### src/rtl/pin_input_conditioner_if.sv
// Pin-level signal bundle between the pad ring and the core's pin_in port.
// Purely level-based, no valid/ready: every field is meaningful on every clk_cog cycle.
interface pin_input_conditioner_if #(
    parameter int WIDTH = 32
);
    logic [WIDTH-1:0] pin_raw;
    logic [WIDTH-1:0] pin_out;
    logic [WIDTH-1:0] pin_dir;
    logic             glitch_clr;
    logic [WIDTH-1:0] pin_in;
    logic [WIDTH-1:0] rise;
    logic [WIDTH-1:0] fall;
    logic [15:0]      glitch_count;

    modport master (
        output pin_raw, pin_out, pin_dir, glitch_clr,
        input  pin_in, rise, fall, glitch_count
    );

    modport slave (
        input  pin_raw, pin_out, pin_dir, glitch_clr,
        output pin_in, rise, fall, glitch_count
    );
endinterface

### src/rtl/pin_input_conditioner.sv
// Synchronizes raw pad levels into clk_cog, optionally glitch-filters them, loops back
// driven pins, and produces edge strobes plus a saturating rejected-glitch counter.
module pin_input_conditioner #(
    parameter int               WIDTH       = 32,
    parameter int               SYNC_STAGES = 2,
    parameter int               FILTER_LEN  = 3,
    parameter logic [WIDTH-1:0] FILTER_MASK = '0
) (
    input logic                     clk_cog,
    input logic                     nres,
    pin_input_conditioner_if.slave  bus
);
    localparam int CW = $clog2(FILTER_LEN + 1);
    localparam logic [CW-1:0] CNT_LAST = CW'(FILTER_LEN - 1);

    logic [SYNC_STAGES-1:0][WIDTH-1:0] sync_q;
    logic [WIDTH-1:0]                  s;
    logic [WIDTH-1:0]                  filt_q;
    logic [WIDTH-1:0]                  filt_next;
    logic [WIDTH-1:0][CW-1:0]          cnt_q;
    logic [WIDTH-1:0][CW-1:0]          cnt_next;
    logic [WIDTH-1:0]                  reject;
    logic [WIDTH-1:0]                  rise_q;
    logic [WIDTH-1:0]                  fall_q;
    logic [15:0]                       glitch_cnt_q;

    assign s = sync_q[SYNC_STAGES-1];

    // A filtered pin only moves after FILTER_LEN consecutive disagreeing samples;
    // a disagreement run that ends early is a rejected glitch.
    always_comb begin
        filt_next = filt_q;
        cnt_next  = cnt_q;
        reject    = '0;
        for (int i = 0; i < WIDTH; i++) begin
            if (!FILTER_MASK[i]) begin
                filt_next[i] = s[i];
            end else if (s[i] != filt_q[i]) begin
                if (cnt_q[i] == CNT_LAST) begin
                    filt_next[i] = s[i];
                    cnt_next[i]  = '0;
                end else begin
                    cnt_next[i] = cnt_q[i] + CW'(1);
                end
            end else if (cnt_q[i] != '0) begin
                reject[i]   = 1'b1;
                cnt_next[i] = '0;
            end
        end
    end

    always_ff @(posedge clk_cog) begin
        if (!nres) begin
            sync_q <= '0;
            filt_q <= '0;
            cnt_q  <= '0;
            rise_q <= '0;
            fall_q <= '0;
        end else begin
            sync_q <= {sync_q[SYNC_STAGES-2:0], bus.pin_raw};
            filt_q <= filt_next;
            cnt_q  <= cnt_next;
            rise_q <= ~filt_q & filt_next & ~bus.pin_dir;
            fall_q <= filt_q & ~filt_next & ~bus.pin_dir;
        end
    end

    // One count per cycle regardless of how many pins reject; clear wins.
    always_ff @(posedge clk_cog) begin
        if (!nres || bus.glitch_clr) begin
            glitch_cnt_q <= '0;
        end else if (|reject && glitch_cnt_q != 16'hFFFF) begin
            glitch_cnt_q <= glitch_cnt_q + 16'd1;
        end
    end

    assign bus.pin_in       = (bus.pin_dir & bus.pin_out) | (~bus.pin_dir & filt_q);
    assign bus.rise         = rise_q;
    assign bus.fall         = fall_q;
    assign bus.glitch_count = glitch_cnt_q;
endmodule

### src/flat_wrapper.sv
// flat-port wrapper written by rule: the top's interface ports become plain ports
module pin_input_conditioner_flat 
#(
    parameter int               WIDTH       = 32,
    parameter int               SYNC_STAGES = 2,
    parameter int               FILTER_LEN  = 3,
    parameter logic [WIDTH-1:0] FILTER_MASK = '0
)
  (clk_cog, nres, bus_pin_raw, bus_pin_out, bus_pin_dir, bus_glitch_clr, bus_pin_in, bus_rise, bus_fall, bus_glitch_count);
  pin_input_conditioner_if #(.WIDTH(WIDTH)) bus_i ();
  input logic clk_cog;
  input logic nres;
  input wire logic [$bits(bus_i.pin_raw)-1:0] bus_pin_raw;
  input wire logic [$bits(bus_i.pin_out)-1:0] bus_pin_out;
  input wire logic [$bits(bus_i.pin_dir)-1:0] bus_pin_dir;
  input wire logic [$bits(bus_i.glitch_clr)-1:0] bus_glitch_clr;
  output wire logic [$bits(bus_i.pin_in)-1:0] bus_pin_in;
  output wire logic [$bits(bus_i.rise)-1:0] bus_rise;
  output wire logic [$bits(bus_i.fall)-1:0] bus_fall;
  output wire logic [$bits(bus_i.glitch_count)-1:0] bus_glitch_count;
  assign bus_i.pin_raw = bus_pin_raw;
  assign bus_i.pin_out = bus_pin_out;
  assign bus_i.pin_dir = bus_pin_dir;
  assign bus_i.glitch_clr = bus_glitch_clr;
  assign bus_pin_in = bus_i.pin_in;
  assign bus_rise = bus_i.rise;
  assign bus_fall = bus_i.fall;
  assign bus_glitch_count = bus_i.glitch_count;
  pin_input_conditioner #(.WIDTH(WIDTH), .SYNC_STAGES(SYNC_STAGES), .FILTER_LEN(FILTER_LEN), .FILTER_MASK(FILTER_MASK)) u_core (.clk_cog(clk_cog), .nres(nres), .bus(bus_i));
endmodule
### config.mk
export PLATFORM = sky130hd
export DESIGN_NAME = pin_input_conditioner_flat
export DESIGN_NICKNAME = d
export VERILOG_FILES = /design/src/rtl/pin_input_conditioner_if.sv /design/src/rtl/pin_input_conditioner.sv /design/src/flat_wrapper.sv
export SDC_FILE = /design/constraint.sdc
export NUM_CORES = 1
export LEC_CHECK = 0
export CORE_MARGIN = 1.5
export CORE_UTILIZATION = 40
export DETAILED_ROUTE_END_ITERATION = 8
export PLACE_DENSITY = 0.75
export RECOVER_POWER = 25
export SYNTH_ARGS = -nofsm -noshare
export SYNTH_HDL_FRONTEND = slang
export SYNTH_SLANG_ARGS = --single-unit
### constraint.sdc
create_clock -name clk_cog -period 0.9 [get_ports clk_cog]
set_input_delay 0.09 -clock clk_cog [delete_from_list [all_inputs] [get_ports clk_cog]]
set_output_delay 0.09 -clock clk_cog [all_outputs]
set_load 0.05 [all_outputs]
Word-level counts from Yosys, hierarchy flattened
Index checks and enable logic that the tools add are counted.
- $add $sub $neg: 0
- multiply operators: 0
- div/mod/pow operators: 0
- $lt $le $gt $ge: 0
- eq/ne operators: 0
- shift operators: 0
- multiplexer cells: 0
- bitwise logic cells: 10
- reductions and logical operators: 0
- operators with widths (operator ; count):
    AND 32 bit ; 6
    inverter 32 bit ; 3
    bitwise OR 32 bit ; 1
- register bits after elaboration: 160
- latch bits: 0
- bits in writable memories: 0
- bits in read-only memories: 0
- input bits: 99
- memories kept: 0

Logic depth before layout (Yosys ltp)
- depth in word-level cells: 3
- depth in mapped cells: 3
- mapped depth without buffers: 1

Worst setup path before layout
Ideal clock, no wire load.
- path kind: register to output
- from: register u_core.filt_q[29]
- to: output port bus_pin_in[29]
- data arrival time: 0.664 ns
- data required time: 0.810 ns
- path slack: 0.146 ns
- cell stages (with the launch flop): 2
- path through: dfxtp_1 > mux2_2
- cells in the longest elaborated chain, start to end: 2
- RTL lines (item ; line ; source):
    start: declaration ; pin_input_conditioner.sv:18 ; logic [WIDTH-1:0] filt_q;
    start signal: assignment ; pin_input_conditioner.sv:61 ; filt_q <= filt_next;
    AND 32 bit ; pin_input_conditioner.sv:77 ; assign bus.pin_in = (bus.pin_dir & bus.pin_out) | (~bus.pin_dir & filt_q);
    bitwise OR 32 bit ; pin_input_conditioner.sv:77 ;
    end: declaration ; flat_wrapper.sv:17 ; output wire logic [$bits(bus_i.pin_in)-1:0] bus_pin_in;
No other way between the ends.

Worst setup path after layout
- from: register u_core.filt_q[2]
- to: output port bus_pin_in[2]
Same word-level chain as after synthesis.

==> flow_results.org <==
** Setup path
- In this run the critical register-to-register path is launched from u_core.filt_q[1]$_SDFF_PN0_.
- For the worst setup path, the data required time is 0.81 ns.
- Among cell families on the critical path, the largest total delay comes from flip-flops.
- The setup path with the least slack is of type flop to primary output.
- The setup check on the worst reg-to-reg path leaves a slack of 0.11 ns.
- Total buffers and inverters traversed by the critical path :: 1
- Worst-path maximum fanout :: 2
- Slowest cell on crit path :: dfxtp_2
- The endpoint identified for the worst register-to-register timing path is u_core.bus.rise[1]$_SDFF_PN0_.
- Critical path endpoint category :: primary output
- For the worst setup path, the data arrival time is 1.17 ns.
- Critical Path, Cell by Cell :: mux2_4, buf_8
- FF-to-FF path depth :: 2
- Startpoint types :: flop
- In this design, the stage delay of the slowest critical-path cell is 0.33 ns.

** CTS
- Clk_lat worst skew :: 0.42 ns
- Post-CTS clock slew at the launch and capture registers of the worst setup and hold paths :: 0.06 ns
- Num CTS Buffers :: 17
- CTS tree :: done
- In this run the clock root is driven by a clkbuf_16.
- The tree built by TritonCTS fans out to 160 sinks.
- Buffers inserted to repair hold after CTS numbered 0.
- The H-tree was split into 4 levels.
- Largest buffer count on any clock path :: 2

** Timing
- Final max-slew violation count :: 0
- Setup repair after global routing could not meet its margin everywhere.
- Setup TNS Final :: -15.90 ns
- Shortest period the worst path allows :: 1.26 ns
- Across all setup checks in the final design, the least slack found is -0.363 ns.
- Smallest hold slack :: 0.254 ns
- Setup-failing EPs final :: 96
- Hold Violations, Final :: 0
- Slew at the pin closest to its max-slew limit :: 0.624 ns
- Measured against its own limit, the worst slew margin works out to 0.584.
- Highest achievable clock rate :: 792 MHz
- Worst clock skew :: 0.00392 ns
- Dividing the final minimum period by the clock period gives 1.40.

** Floorplan
- Floorplan Core Area :: 12600 um^2
- The initial utilization of the core area, before any placement, comes to 0.412.
- I/O pin count :: 211
- Total die area :: 13700 um^2
- Die boundary width :: 117 um
- The initialized floorplan defines 41 standard-cell rows.
- In this run the vertical extent of the chip is 117 um.

** Status
- The flow ran to the end, but the final reports show violations.
- Violations in the final reports :: setup timing

** Synth
- Averaged over all synthesized cells, the footprint is 13.5 um^2.
- Top area cells in the synthesized netlist :: dfxtp_1 (62%), and2_1 (12%), and4bb_2 (9.6%), mux2_2 (6.9%), and4bb_1 (5.8%)
- Counting flops with an async set or reset pin after synthesis yields a share of 0.
- The share of the Yosys chip area taken by registers is 0.617.
- Top cell type by total area after synthesis :: dfxtp_1
- Synth cell types :: 11
- By instance count, the leading cell after synthesis is dfxtp_1.
- Counting flops with a built-in enable in the synthesized netlist gives 0.
- After synthesis the cells add up to 5190 um^2.
- The most used flip-flop cell after synthesis is dfxtp_1.
- Area share of the largest cell type after synthesis :: 0.617
- Synth top cells by count :: dfxtp_1 (160), and2_1 (96), and4bb_2 (40)
- Counting flops and latches in the post-synthesis netlist gives 160.
- Cells after Synth :: 386
- Synthesis Warnings :: 0

** Drt
- Initial detailed-routing violation count :: 210
- Total number of vias :: 3630
- For this run, design rule violations remaining after detail routing come to 0.
- After detailed routing, the average wire length per cell comes to 14.1 um.
- Average vias per placed instance :: 4.50
- After detailed routing, the total wire length is 11400 um.
- Antenna violation net count after detailed routing :: 0
- For this run, the detailed router's first-pass iteration total came to 4.

** Finish
- The filler cells instantiated in the layout total 838.
- Post-layout util :: 0.713
- Area Growth Syn to Fin :: 73.3%
- Final standard cell area without fillers :: 9000 um^2
- In the final layout, the share of cells above drive strength 1 is 0.504.
- The number of antenna diodes in the final layout is 0.
- In the final design database the tool counted 721 nets.

** Placed design
- Routability-driven placement finished with a final weighted congestion of 0.700.
- HPWL after detailed placement :: 7770 um
- Placed instance area :: 7960 um^2
- Post-placement worst setup slack :: -0.323 ns
- Count of port buffers added during placement :: 193

** Hold path
- Path type of the worst min-delay path :: input pin to flop
- Cell count of the worst hold path :: 2
- The startpoint identified for the worst hold timing path is bus_pin_raw[31].
- For hold timing, the worst endpoint is u_core.sync_q[31]$_SDFF_PN0_.

** Power
- Total power divided by cell area :: 1880 nW/um^2
- VDD sags by at most 1.47 mV.
- Leakage component of the power :: 0.00380 uW

** GRT
- Across every metal layer, demand over resource in global routing totals 0.165.
- After global routing the overflow that remains totals 0.
- The initial antenna violation count is 0.
- The number of global-route vias before repair is 3600.
- Pin count of the biggest net entering global routing :: 81
- The first global-routing pass estimated 17000 um of wire.

** Flow run
- Max-capacitance violation count :: 0
## worst max-delay path by stage
stage / start / to / slack, ns / cells past startpoint
after CTS: u_core.filt_q[2]$_SDFF_PN0_ / bus_pin_in[2] / -0.38 / 2
after global routing: u_core.filt_q[4]$_SDFF_PN0_ / bus_pin_in[4] / -0.40 / 2
final: u_core.filt_q[2]$_SDFF_PN0_ / bus_pin_in[2] / -0.36 / 2
after detailed placement: bus_pin_dir[3] / bus_pin_in[3] / -0.32 / 3
after global placement: bus_pin_dir[10] / bus_pin_in[10] / -0.31 / 3
after floorplan: u_core.filt_q[29]$_SDFF_PN0_ / bus_pin_in[29] / 0.15 / 1
## worst reg2reg max path, stage by stage, from the launching register on
cell and delay (ns):
dfxtp_2 0.32, buf_4 0.13, and4bb_2 0.28
## final cells by class
| class | instances | area (um^2) | share of cell area |
|---|---|---|---|
| Timing Repair Buffer | 235 | 2980 | 0.331 |
| Clock buffer | 22 | 464 | 0.0516 |
| Multi-Input combinational cell | 208 | 1880 | 0.209 |
| Clock inverter | 10 | 159 | 0.0177 |
| Sequential cell | 160 | 3310 | 0.367 |
| Tap cell | 172 | 215 | 0.0239 |
## registers in the layout, summed over array words and instances (netlist names)
register	flops
u_core.filt_q	32
u_core.bus.fall	32
u_core.sync_q	32
u_core.filt_next	32
u_core.bus.rise	32
## placed cells by master (no fill, tap or decap), drive strengths merged
master and n:
bufinv 4, clkinv 4, mux2 32, clkdlybuf4s50 92
clkbuf 26, dlygate4sd3 4, and4bb 64, buf 135
conb 16, and2 96, clkinvlp 2, dfxtp 160
## power breakdown
part           total (uW)  switching, uW  internal, uW
registers            7410            103          7300
logic                2030            960          1070
clock network        7470           2690          4780
total               16900           3760         13200
## kinds of logic after synthesis
group                  after synthesis  share of synthesized area
AND/OR/NAND/NOR                    160                      0.270
flip-flops                         160                      0.617
buffers and inverters               33                     0.0434
other                                1                   0.000722
multiplexers                        32                     0.0694
## metal layers
| layer | wire length, um | track usage | vias up |
|---|---|---|---|
| li1 | - | - | 1773 |
| met1 | 4350 | 0.172 | 1709 |
| met2 | 5900 | 0.295 | 132 |
| met3 | 915 | 0.0680 | 16 |
| met4 | 201 | 0.0691 | 0 |
| met5 | 0 | 0 | - |
## stage by stage
step	power, uW	cells
after floorplan	8560	401
after global placement	9370	760
after detailed placement	9420	760
after CTS	17000	805
after global routing	17500	807
final	16900	807
## timing repair
action	CTS	global route
cloned	0	0
resized for setup	131	14
setup buffers	13	2
endpoints found under the setup margin	96	96
(Power assumes the default switching activity.)
